### config.mk
export PLATFORM = sky130hd
export DESIGN_NAME = rrv_mem_port_arbiter
export DESIGN_NICKNAME = d
export VERILOG_FILES = /design/src/rtl/rrv_mem_port_arbiter_pkg.sv /design/src/rtl/rrv_mem_port_arbiter_wait_timer.sv /design/src/rtl/rrv_mem_port_arbiter.sv
export SDC_FILE = /design/constraint.sdc
export NUM_CORES = 1
export LEC_CHECK = 0
export CAP_MARGIN = 5
export CORE_ASPECT_RATIO = 0.75
export CORE_MARGIN = 5
export CORE_UTILIZATION = 45
export DETAILED_ROUTE_END_ITERATION = 16
export PLACE_DENSITY_LB_ADDON = 0.25
export REMOVE_ABC_BUFFERS = 1
export SETUP_SLACK_MARGIN = 0.4
export SYNTH_ARGS = -nofsm -noshare
export SYNTH_HDL_FRONTEND = slang
export SYNTH_HIERARCHICAL = 1
export SYNTH_SLANG_ARGS = --single-unit
### constraint.sdc
create_clock -name clk -period 4.3 [get_ports clk]
set_clock_uncertainty 0.05 [all_clocks]
set_input_delay 0.86 -clock clk [delete_from_list [all_inputs] [get_ports clk]]
set_output_delay 0.86 -clock clk [all_outputs]
set_load 0.01 [all_outputs]
### src/rtl/rrv_mem_port_arbiter_pkg.sv
// Shared types and constants for the unified-memory port arbiter.
package rrv_mem_port_arbiter_pkg;

  // Arbiter FSM states (2-bit encoding).
  typedef enum logic [1:0] {
    ST_IDLE    = 2'd0,
    ST_BUSY_LS = 2'd1,
    ST_BUSY_IF = 2'd2,
    ST_RESP    = 2'd3
  } arb_state_e;

  // Which requester won arbitration in the current cycle.
  typedef enum logic [1:0] {
    GNT_NONE = 2'd0,
    GNT_LS   = 2'd1,
    GNT_IF   = 2'd2
  } gnt_src_e;

  // addi x0, x0, 0 -- handed to fetch when its transaction is aborted.
  localparam logic [31:0] RV32_NOP = 32'h0000_0013;

  // Width of the memory wait counter.
  localparam int WAIT_CNT_W = 4;

endpackage

### src/rtl/rrv_mem_port_arbiter_wait_timer.sv
// Wait-cycle counter for an outstanding memory transaction; flags expiry.
module rrv_wait_timer
  import rrv_mem_port_arbiter_pkg::*;
#(
  parameter int MAX_WAIT = 15,
  parameter int CNT_W    = WAIT_CNT_W
) (
  input  logic clk,
  input  logic rst_n,
  input  logic clr_i,
  input  logic en_i,
  output logic expired_o
);

  logic [CNT_W-1:0] cnt_q;
  logic [CNT_W-1:0] cnt_d;

  assign expired_o = (cnt_q == CNT_W'(MAX_WAIT));

  // Next count: clear wins, otherwise count up and hold once expired.
  always_comb begin
    cnt_d = cnt_q;
    if (clr_i) begin
      cnt_d = '0;
    end else if (en_i && !expired_o) begin
      cnt_d = cnt_q + 1'b1;
    end
  end

  // Counter register.
  always_ff @(posedge clk or negedge rst_n) begin
    if (!rst_n) begin
      cnt_q <= '0;
    end else begin
      cnt_q <= cnt_d;
    end
  end

endmodule

### src/rtl/rrv_mem_port_arbiter.sv
// Single-port memory arbiter between instruction fetch and the load/store unit.
// LS has priority; IF is forced through after STARVE_LIM consecutive LS grants
// while it waits. Each transaction is IDLE -> BUSY_x -> RESP -> IDLE.
module rrv_mem_port_arbiter
  import rrv_mem_port_arbiter_pkg::*;
#(
  parameter int ADDR_WIDTH = 32,
  parameter int DATA_WIDTH = 32,
  parameter int STARVE_LIM = 4,
  parameter int MAX_WAIT   = 15
) (
  input  logic                    clk,
  input  logic                    rst_n,
  input  logic                    if_req,
  input  logic [ADDR_WIDTH-1:0]   if_addr,
  output logic [DATA_WIDTH-1:0]   if_rdata,
  output logic                    if_valid,
  input  logic                    ls_req,
  input  logic                    ls_we,
  input  logic [DATA_WIDTH/8-1:0] ls_be,
  input  logic [ADDR_WIDTH-1:0]   ls_addr,
  input  logic [DATA_WIDTH-1:0]   ls_wdata,
  output logic [DATA_WIDTH-1:0]   ls_rdata,
  output logic                    ls_valid,
  output logic                    mem_req,
  output logic                    mem_we,
  output logic [DATA_WIDTH/8-1:0] mem_be,
  output logic [ADDR_WIDTH-1:0]   mem_addr,
  output logic [DATA_WIDTH-1:0]   mem_wdata,
  input  logic [DATA_WIDTH-1:0]   mem_rdata,
  input  logic                    mem_ack,
  output logic                    stall_if,
  output logic                    stall_mem,
  output logic                    timeout_err
);

  localparam int BE_W = DATA_WIDTH / 8;
  localparam int SW   = $clog2(STARVE_LIM + 1);

  arb_state_e state_q, state_d;
  gnt_src_e   gnt;
  logic       tmr_clr, tmr_en, tmr_expired;
  logic       done_ack, done_to;
  logic       starve_full;

  logic [SW-1:0]         starve_q, starve_d;
  logic                  mem_req_q, mem_we_q;
  logic [BE_W-1:0]       mem_be_q;
  logic [ADDR_WIDTH-1:0] mem_addr_q;
  logic [DATA_WIDTH-1:0] mem_wdata_q;
  logic [DATA_WIDTH-1:0] if_rdata_q, ls_rdata_q;
  logic                  if_valid_q, ls_valid_q, timeout_err_q;

  // Saturating increment of the IF starvation counter.
  function automatic logic [SW-1:0] starve_inc(input logic [SW-1:0] v);
    return (v == SW'(STARVE_LIM)) ? v : v + 1'b1;
  endfunction

  // Read data returned to a requester: memory data, or the abort value.
  function automatic logic [DATA_WIDTH-1:0] resp_data(input logic ack,
                                                      input logic [DATA_WIDTH-1:0] rd,
                                                      input logic [DATA_WIDTH-1:0] abort_val);
    return ack ? rd : abort_val;
  endfunction

  assign starve_full = (starve_q == SW'(STARVE_LIM));

  assign mem_req     = mem_req_q;
  assign mem_we      = mem_we_q;
  assign mem_be      = mem_be_q;
  assign mem_addr    = mem_addr_q;
  assign mem_wdata   = mem_wdata_q;
  assign if_rdata    = if_rdata_q;
  assign ls_rdata    = ls_rdata_q;
  assign if_valid    = if_valid_q;
  assign ls_valid    = ls_valid_q;
  assign timeout_err = timeout_err_q;

  // Stalls are gated by reset so the pipeline sees no stall while held in reset.
  assign stall_if  = rst_n & if_req & ~if_valid_q;
  assign stall_mem = rst_n & ls_req & ~ls_valid_q;

  rrv_wait_timer #(
    .MAX_WAIT (MAX_WAIT),
    .CNT_W    (WAIT_CNT_W)
  ) u_wait_timer (
    .clk       (clk),
    .rst_n     (rst_n),
    .clr_i     (tmr_clr),
    .en_i      (tmr_en),
    .expired_o (tmr_expired)
  );

  // FSM state register.
  always_ff @(posedge clk or negedge rst_n) begin
    if (!rst_n) begin
      state_q <= ST_IDLE;
    end else begin
      state_q <= state_d;
    end
  end

  // Arbitration, completion detection and next state.
  always_comb begin
    state_d  = state_q;
    gnt      = GNT_NONE;
    tmr_clr  = 1'b0;
    tmr_en   = 1'b0;
    done_ack = 1'b0;
    done_to  = 1'b0;
    case (state_q)
      ST_IDLE: begin
        if (ls_req && !(if_req && starve_full)) begin
          gnt     = GNT_LS;
          state_d = ST_BUSY_LS;
          tmr_clr = 1'b1;
        end else if (if_req) begin
          gnt     = GNT_IF;
          state_d = ST_BUSY_IF;
          tmr_clr = 1'b1;
        end
      end
      ST_BUSY_LS, ST_BUSY_IF: begin
        tmr_en = 1'b1;
        // An ack in the expiry cycle still completes normally.
        if (mem_ack) begin
          done_ack = 1'b1;
          state_d  = ST_RESP;
        end else if (tmr_expired) begin
          done_to = 1'b1;
          state_d = ST_RESP;
        end
      end
      ST_RESP: state_d = ST_IDLE;
      default: state_d = ST_IDLE;
    endcase
  end

  // Starvation count: LS grants while IF waits; cleared on IF grant or idle IF.
  always_comb begin
    starve_d = starve_q;
    if (state_q == ST_IDLE) begin
      if (gnt == GNT_IF || !if_req) begin
        starve_d = '0;
      end else if (gnt == GNT_LS) begin
        starve_d = starve_inc(starve_q);
      end
    end
  end

  // Starvation counter register.
  always_ff @(posedge clk or negedge rst_n) begin
    if (!rst_n) begin
      starve_q <= '0;
    end else begin
      starve_q <= starve_d;
    end
  end

  // Memory port: load the granted request, hold it, release on completion.
  always_ff @(posedge clk or negedge rst_n) begin
    if (!rst_n) begin
      mem_req_q   <= 1'b0;
      mem_we_q    <= 1'b0;
      mem_be_q    <= '0;
      mem_addr_q  <= '0;
      mem_wdata_q <= '0;
    end else begin
      case (gnt)
        GNT_LS: begin
          mem_req_q   <= 1'b1;
          mem_we_q    <= ls_we;
          mem_be_q    <= ls_be;
          mem_addr_q  <= ls_addr;
          mem_wdata_q <= ls_wdata;
        end
        GNT_IF: begin
          mem_req_q   <= 1'b1;
          mem_we_q    <= 1'b0;
          mem_be_q    <= '1;
          mem_addr_q  <= if_addr;
          mem_wdata_q <= '0;
        end
        default: begin
          if (done_ack || done_to) begin
            mem_req_q <= 1'b0;
            mem_we_q  <= 1'b0;
          end
        end
      endcase
    end
  end

  // Response: capture data on completion and raise a one-cycle valid in RESP.
  always_ff @(posedge clk or negedge rst_n) begin
    if (!rst_n) begin
      if_rdata_q    <= '0;
      ls_rdata_q    <= '0;
      if_valid_q    <= 1'b0;
      ls_valid_q    <= 1'b0;
      timeout_err_q <= 1'b0;
    end else begin
      if_valid_q    <= 1'b0;
      ls_valid_q    <= 1'b0;
      timeout_err_q <= 1'b0;
      if (done_ack || done_to) begin
        timeout_err_q <= done_to;
        if (state_q == ST_BUSY_IF) begin
          if_valid_q <= 1'b1;
          if_rdata_q <= resp_data(done_ack, mem_rdata, DATA_WIDTH'(RV32_NOP));
        end else begin
          ls_valid_q <= 1'b1;
          ls_rdata_q <= resp_data(done_ack, mem_rdata, '0);
        end
      end
    end
  end

endmodule

==> results of run 1 <==
-- per-stage QoR --
step                setup TNS, ns  hold WS (ns)  area (sq um)  utilization, %
floorplan                   -1.04         0.435          5720               -
global placement                0         0.423          8790            67.7
detailed placement              0         0.428          8790            67.7
CTS                             0         0.182          9390            72.4
global route                    0         0.191          9390            72.4
finish                          0         0.200          9390            72.4
-- final cells by class --
class | count | area, sq um
Tap cell | 171 | 214
Fill cell | 864 | 3580
Sequential cell | 146 | 3650
Clock buffer | 20 | 447
Inverter | 9 | 36.3
Clock inverter | 12 | 159
Multi-Input combinational cell | 268 | 2050
Timing Repair Buffer | 284 | 2840
-- cell families after synthesis --
kind of cell / Yosys count / share of synthesized area [%]
adder cells (fa/ha/maj): 7 / 1.47
AND/OR/NAND/NOR: 81 / 6.63
buffers and inverters: 49 / 4.68
AO/OA/AOI/OAI: 142 / 19.4
multiplexers: 38 / 6.49
flip-flops: 146 / 61.3
-- registers in the layout, indices dropped and copies added (netlist names) --
register and count:
state_q 2, starve_q 3, mem_addr 32, mem_req 1, if_rdata 32, mem_be 4, ls_rdata 32, mem_we 1
timeout_err 1, ls_valid 1, u_wait_timer/cnt_q 4, if_valid 1, mem_wdata 32
-- worst paths after layout --
| kind | endpoint | slack [ns] | cells after the start |
|---|---|---|---|
| worst min-delay path | ls_valid$_DFF_PN0_ | 0.20 | 1 |
| worst max register to register | mem_we$_DFFE_PN0P_ | 1.72 | 7 |
| worst min register to register | mem_addr[16]$_DFFE_PN0P_ | 0.44 | 2 |
| worst max-delay path | stall_if | 1.20 | 4 |
| min in group clk | mem_addr[16]$_DFFE_PN0P_ | 0.44 | 2 |
| max in group asynchronous | mem_wdata[28]$_DFFE_PN0P_ | 2.83 | 2 |
-- metal layers --
metal / vias up / track usage [%] / share of wire, % / wire length (um)
met2: 216 / 36.2 / 50 / 8880
met4: 0 / 6.31 / 1.7 / 300
li1: 2254 / - / - / -
met5: - / 0 / 0 / 0
met3: 24 / 6.74 / 8.6 / 1540
met1: 2487 / 28.8 / 40 / 7110
-- cells in the final DEF (no fill, tap or decap), types with 5 or more instances in the layout --
cell type	instances
o21ai_1	36
dfrtp_1	146
a32o_1	58
ha_1	5
buf_4	7
nor2_1	9
nand2_1	46
clkdlybuf4s50_1	275
clkbuf_16	17
mux2i_1	36
a22o_1	36
clkinvlp_4	5
inv_1	6
-- worst max-delay path, stage by stage --
cell and delay, ns:
clkdlybuf4s50_1 0.59, nand2_1 0.08, nor2_1 0.10, clkdlybuf4s50_1 0.55
-- report_power, final --
part	switching [W]	internal (W)	leakage, nW
sequential	0.000379	0.00202	1.83
clock	0.000557	0.000929	0.278
combinational	0.00154	0.00186	1.85
==> results.yml, run 1 <==
finish:
  stdcell_count: 910
  area_growth_pct: 57.6
  drive_above_1_share_pct: 7.31
  diodes: 0
  layout.nets: 871
grt:
  overflow: 0
  grt_pass1_wl_um: 27200
  grt_start_max_net_pins: 80
  grt_pass1_vias: 4956
  grt_use_total_pct: 22.1
  grt_antenna_before_repair: 0
critical_path:
  cp-start-kind: "input pin"
  crit_type: "in -> out"
  cp.required_ns: 3.39
  rr_startpoint: "state_q[0]$_DFFE_PN0P_"
  worstPathMaxFanout: 7
  endpoint_kind: "output pin"
  arrival_ns: 2.19
  cp-startpoint: "if_req"
placed_design:
  routabilityCongestion: 0.859
  dp_hpwl_um: 12800
  dp_cells: 878
  preCtsSetupSlack_ns: 1.11
  io_buffers: 276
clock_network:
  htree_num_levels: 4
  numCtsBuffers: 17
  clock_path_buffers: 2
  clk_latency_ns: 0.41
  hold_buffers: 0
  ctsResizeCount: 0
  clock-sinks: 146
  post-cts-setup-buffers: 0
  cts-root-buf: "clkbuf_16"
  cts_tree: "built"
  clk_pin_slew_ns: 0.06
timing:
  worst_slack_ns: 1.20
  tightest_slew_ns: 0.975
  setup_viol: 0
  rsz0062_at_grt: "no"
  drv_slew: 0
  fin_crit_sh_pct: 72.0
  relSlewSlack_pct: 35.0
  period_minus_slack_ns: 3.10
  max_clock_freq_mhz: 323
  hold_viol_final: 0
detailed_routing:
  wl_per_cell_um: 19.6
  vias: 4981
  via_per_inst: 5.47
  drt-pass1-iter-count: 5
  ant_nets: 0
  drt_iter0_markers: 307
  drc: 0
  wl_um: 17800
floorplanning:
  start_util_pct: 45.9
  core_sq_um: 13000
  die_w_um: 143
  row_count: 36
  pin_count: 277
  die_h_um: 110
  dieArea_sq_um: 15700
synth:
  synth_top_area_share_pct: 61.3
  ys_seq_elements: 146
  ys_async_sr_fraction_pct: 100
  synth_cell_types: 40
  synth_edf_count: 0
  synthMostInstantiatedCell: "dfrtp_1"
  synth_ff_type: "dfrtp_1"
  synthCells: 463
  synth_area_per_cell_sq_um: 12.9
  ys_warn_count: 6
  netlist_area_sq_um: 5960
  synth_top_area_cell: "dfrtp_1"
  netlist_top_cells_area: "dfrtp_1 61%, a32o_1 9.7%, mux2i_1 6.0%"
  synth-seq-area-share_pct: 61.3
  synth_common_cells: "146 x dfrtp_1, 58 x a32o_1, 46 x nand2_1"
run:
  drv_cap: 0
power:
  finalPower_w: 0.00729
  leakage_nw: 3.96
  p_per_area_nw_per_um2: 776
  peakVddDrop_mv: 0.374
status:
  status: "completed"
hold_path:
  hp-class: "in -> async"
Note: power is estimated with default switching activity, not from simulation.
==> inputs of run 2 (changes only) <==
CORE_UTILIZATION = 41   (was 45)
clock period = 3.02 ns   (was 4.3 ns; I/O delays follow)
==> results.yml, run 2 (synthesis gave the netlist of run 1 again) <==
status:
  status: "completed"
clock_network:
  numCtsBuffers: 17
  htree_num_levels: 4
  cts_tree: "built"
  post-cts-setup-buffers: 0
  clk_latency_ns: 0.41
  clk_pin_slew_ns: 0.06
  clock_path_buffers: 2
  cts-root-buf: "clkbuf_16"
  clock-sinks: 146
critical_path:
  worstPathMaxFanout: 5
  cp-start-kind: "input pin"
  crit_path_end: "stall_mem"
  cp-startpoint: "ls_req"
  endpoint_kind: "output pin"
  crit_type: "in -> out"
  rr_worst_depth: 7
  r2r_end: "mem_wdata[19]$_DFFE_PN0P_"
  rrSetupSlack_ns: 0.64
  cp.required_ns: 2.37
  arrival_ns: 1.85
  rr_startpoint: "state_q[0]$_DFFE_PN0P_"
run:
  drv_cap: 0
power:
  leakage_nw: 3.98
  power_frac_comb_pct: 47.0
  p_seq_share_pct: 32.6
  p_sw_w: 0.00365
  swShare_pct: 34.9
  peakVddDrop_mv: 0.623
  finalPower_w: 0.0104
  p_int_w: 0.00679
  p_per_area_nw_per_um2: 1100
  pwr-share-clk_pct: 20.3
finish:
  area_growth_pct: 58.8
  drive_above_1_share_pct: 7.44
  diodes: 0
  mostFrequentLayoutCell: "clkdlybuf4s50_1"
  final_cell_mix: "274 x clkdlybuf4s50_1, 146 x dfrtp_1, 58 x a32o_1"
  layout.nets: 871
detailed_routing:
  wl_per_cell_um: 19.1
  drt-pass1-iter-count: 5
  ant_nets: 0
  wl_um: 17900
  drc: 0
  via_per_inst: 5.22
  vias: 4898
  drt_iter0_markers: 275
timing:
  rsz0062_at_grt: "no"
  hold_viol_final: 0
  max_clock_freq_mhz: 400
  tightest_slew_ns: 0.914
  worst_slack_ns: 0.520
  period_minus_slack_ns: 2.50
  setup_viol: 0
  finalSetupTns_ns: 0
  relSlewSlack_pct: 38.9
  fin_crit_sh_pct: 82.8
  drv_slew: 0
floorplanning:
  pin_count: 277
  core_sq_um: 14400
  start_util_pct: 41.5
  dieArea_sq_um: 17100
  die_h_um: 114
  row_count: 38
  die_w_um: 149
grt:
  overflow: 0
  grt_antenna_before_repair: 0
  grt_pass1_vias: 5113
  grt_use_total_pct: 20.5
  grt_pass1_wl_um: 27700
  grt_start_max_net_pins: 128
placed_design:
  dp_hpwl_um: 12700
  preCtsSetupSlack_ns: -0.0876
  routabilityCongestion: 0.801
  io_buffers: 276
hold_path:
  hp-class: "in -> async"
run 2: changes by cell type in the layout (fill, tap and decap cells not counted), sizes merged, moves of 2 or more:
cell	delta
buf	-2
clkinv	-2
clkbuf	-3
inv	+7
run 2: final cells by class:
class / count / area, sq um
Clock inverter: 15 / 171
Sequential cell: 146 / 3650
Fill cell: 1129 / 4890
Timing Repair Buffer: 283 / 2870
Inverter: 9 / 36.3
Tap cell: 200 / 250
Clock buffer: 17 / 425
Multi-Input combinational cell: 269 / 2060
run 2: layer usage:
layer / part of all wire [%] / vias up / track usage (%)
li1: - / 2254 / -
met1: 40 / 2423 / 25.5
met2: 49 / 190 / 34.0
met3: 8.1 / 31 / 7.00
met4: 2.2 / 0 / 6.46
met5: 0 / - / 0
run 2: worst min path at each step:
stage / end / slack (ns) / cells after the start
2_1_floorplan: if_rdata[0]$_DFFE_PN0P_ / 0.26 / 0
4_1_cts: u_wait_timer/cnt_q[1]$_DFFE_PN0P_ / 0.27 / 2
5_1_grt: u_wait_timer/cnt_q[3]$_DFFE_PN0P_ / 0.29 / 2
6_report: u_wait_timer/cnt_q[3]$_DFFE_PN0P_ / 0.19 / 2
3_3_place_gp: mem_req$_DFFE_PN0P_ / 0.41 / 2
3_5_place_dp: mem_addr[19]$_DFFE_PN0P_ / 0.42 / 1
run 2: power by group through the flow:
stage | Sequential [W] | Clock (W) | Combinational (W)
finish | 0.00341 | 0.00212 | 0.00491
global route | 0.00353 | 0.00224 | 0.00530
CTS | 0.00341 | 0.00217 | 0.00495
detailed placement | 0.00343 | 0 | 0.00492
global placement | 0.00338 | 0 | 0.00479
floorplan | 0.00376 | 0 | 0.00193
run 2: timing repair:
action / 4_1_cts / 5_1_grt
hold buffers: 1 / 0
endpoints found under the hold margin: 19 / 0
endpoints found under the setup margin: 32 / 26
pin swaps: 0 / 1
resized for setup: 1 / 1
gates cloned: 0 / 1
run 2: per-stage QoR:
step                instances  hold WS [ns]  cell area (sq um)  utilization [%]
floorplan                 423         0.258               5720                -
global placement          905         0.409               8840             61.6
detailed placement        905         0.417               8840             61.6
CTS                       938         0.272               9460             65.9
global route              939         0.289               9470             65.9
finish                    939         0.189               9470             65.9
run 2: worst max-delay path: stages:
cell	delay (ns)
clkdlybuf4s50_1	0.54
nand2_1	0.07
nor2_1	0.09
clkdlybuf4s50_1	0.54
==> inputs of run 3 (changes only) <==
CORE_UTILIZATION = 37   (was 41)
clock period = 2.1 ns   (was 3.02 ns; I/O delays follow)
==> results.yml, run 3 (synthesis gave the netlist of run 1 again) <==
status:
  status: "completed"
timing:
  rsz0062_at_grt: "yes"
  setup_viol: 0
  max_clock_freq_mhz: 523
  hold_slack_ns: 0.119
  relSlewSlack_pct: 49.4
  period_minus_slack_ns: 1.91
  tightest_slew_ns: 0.759
  fin_crit_sh_pct: 91.0
  drv_slew: 0
  hold_viol_final: 0
critical_path:
  worstPathCellList: "inv_2 > ha_4 > nand3_2 > and3_4 > ha_4 > buf_12 > buf_4 > a21oi_1 > a31o_1"
  endpoint_kind: "register"
  rr_startpoint: "starve_q[1]$_DFFE_PN0P_"
  path_delay_family: "adder cells"
  crit_top_cell: "ha_4"
  r2r_end: "mem_we$_DFFE_PN0P_"
  slowest_stage: "dfrtp_1"
  crit_type: "reg -> reg"
  crit_path_max_incr_delay_ns: 0.38
  cp.required_ns: 2.35
  cp-start-kind: "register"
  arrival_ns: 2.16
  cp-startpoint: "starve_q[1]$_DFFE_PN0P_"
  rr_worst_depth: 9
  worstPathMaxFanout: 5
  crit_path_end: "mem_we$_DFFE_PN0P_"
  rrSetupSlack_ns: 0.19
  cp_num_cells: 9
  worst-path-buf-inv: 3
clock_network:
  clock-sinks: 146
  numCtsBuffers: 17
  clk_latency_ns: 0.42
  cts-root-buf: "clkbuf_16"
  htree_num_levels: 4
  cts_tree: "built"
  clock_path_buffers: 2
  clk_pin_slew_ns: 0.06
finish:
  layout.nets: 925
  diodes: 0
  final_cell_mix: "146 x dfrtp_1, 139 x dlygate4sd2_1, 134 x clkdlybuf4s50_1"
  mostFrequentLayoutCell: "dfrtp_1"
  area_growth_pct: 71.6
  utilization_pct: 64.3
  drive_above_1_share_pct: 17.2
grt:
  grt_pass1_vias: 5390
  use_met1_pct: 27.2
  grt_pass1_wl_um: 29800
  grtUsageMet2_pct: 32.0
  globalRoute.busiestLayer: "met2"
  grt_use_total_pct: 20.4
  grt_start_max_net_pins: 145
  overflow: 0
  grt_antenna_before_repair: 0
  gr-usage-met3_pct: 6.24
power:
  p_per_area_nw_per_um2: 1540
  finalPower_w: 0.0158
  power_frac_comb_pct: 49.9
  leakage_nw: 4.78
  pwr-share-clk_pct: 19.2
  peakVddDrop_mv: 0.651
  p_sw_w: 0.00562
  swShare_pct: 35.7
  p_seq_share_pct: 30.8
  p_int_w: 0.0101
detailed_routing:
  drt-pass1-iter-count: 5
  ant_nets: 0
  vias: 5200
  wl_per_cell_um: 19.8
  drt_iter0_markers: 307
  wl_um: 19800
  drc: 0
  via_per_inst: 5.18
floorplanning:
  core_sq_um: 15900
  start_util_pct: 37.4
  pin_count: 277
  dieArea_sq_um: 18800
  die_h_um: 120
  row_count: 40
  die_w_um: 157
placed_design:
  dp_hpwl_um: 12900
  io_buffers: 276
  routabilityCongestion: 0.813
hold_path:
  hp-class: "in -> async"
run:
  drv_cap: 0
[run 3: cell types whose count changed in the layout (fill, tap and decap cells not counted), moves of 4 or more]
cell	before	now
buf_6	1	8
mux2i_2	0	5
inv_1	6	2
inv_2	2	6
clkbuf_16	17	21
buf_12	4	12
buf_16	0	8
clkdlybuf4s50_1	274	134
dlygate4sd2_1	0	139
mux2i_1	36	29
buf_4	2	25
[run 3: worst reg2reg max path, cell delays in order (launching register included)]
cell and delay (ns):
dfrtp_1 0.38, inv_2 0.09, ha_4 0.16, nand3_2 0.06
and3_4 0.20, ha_4 0.32, buf_12 0.14, buf_4 0.12
a21oi_1 0.07, a31o_1 0.21
[run 3: final cells by class]
class / instances / area, sq um
clock buffer: 19 / 443
clock inverter: 13 / 149
fill: 1229 / 5690
inverter: 9 / 36.3
multi-input combinational: 272 / 2250
sequential: 146 / 3650
tap: 210 / 263
timing repair buffer: 334 / 3440
[run 3: how the worst min path moves through the flow]
stage / from / end
2_1_floorplan: rst_n / if_rdata[0]$_DFFE_PN0P_
3_3_place_gp: rst_n / mem_req$_DFFE_PN0P_
3_5_place_dp: rst_n / mem_req$_DFFE_PN0P_
4_1_cts: rst_n / starve_q[0]$_DFFE_PN0P_
5_1_grt: rst_n / mem_be[3]$_DFFE_PN0P_
6_report: rst_n / starve_q[0]$_DFFE_PN0P_
[run 3: what timing repair did]
action / CTS / global route
gates resized for setup: 192 / 22
setup endpoints to repair: 279 / 131
pin swaps: 5 / 5
cloned: 10 / 6
buffers inserted: 15 / 10
hold buffers: 1 / 0
endpoints found under the hold margin: 2 / 0
[run 3: layer usage]
metal	share of wire, %	vias up
met2	47	218
met4	1.8	0
met1	43	2569
met5	0	-
met3	8.1	30
li1	-	2383
[run 3: power by group through the flow]
stage | logic (W) | registers (W) | clock network (W)
after floorplan | 0.00278 | 0.00540 | 0
after detailed placement | 0.00726 | 0.00493 | 0
after global routing | 0.00849 | 0.00502 | 0.00323
after global placement | 0.00708 | 0.00489 | 0
final | 0.00787 | 0.00486 | 0.00303
after CTS | 0.00746 | 0.00485 | 0.00308
[run 3: stage by stage]
stage          TNS, ns  std cells  instance area, sq um  worst slack [ns]
2_1_floorplan  -116.18        423                  5720             -2.01
3_3_place_gp    -32.87        929                  8990            -0.748
3_5_place_dp    -35.89        929                  8990            -0.819
4_1_cts              0        987                  9950             0.226
5_1_grt              0       1003                 10200             0.106
6_report             0       1003                 10200             0.189
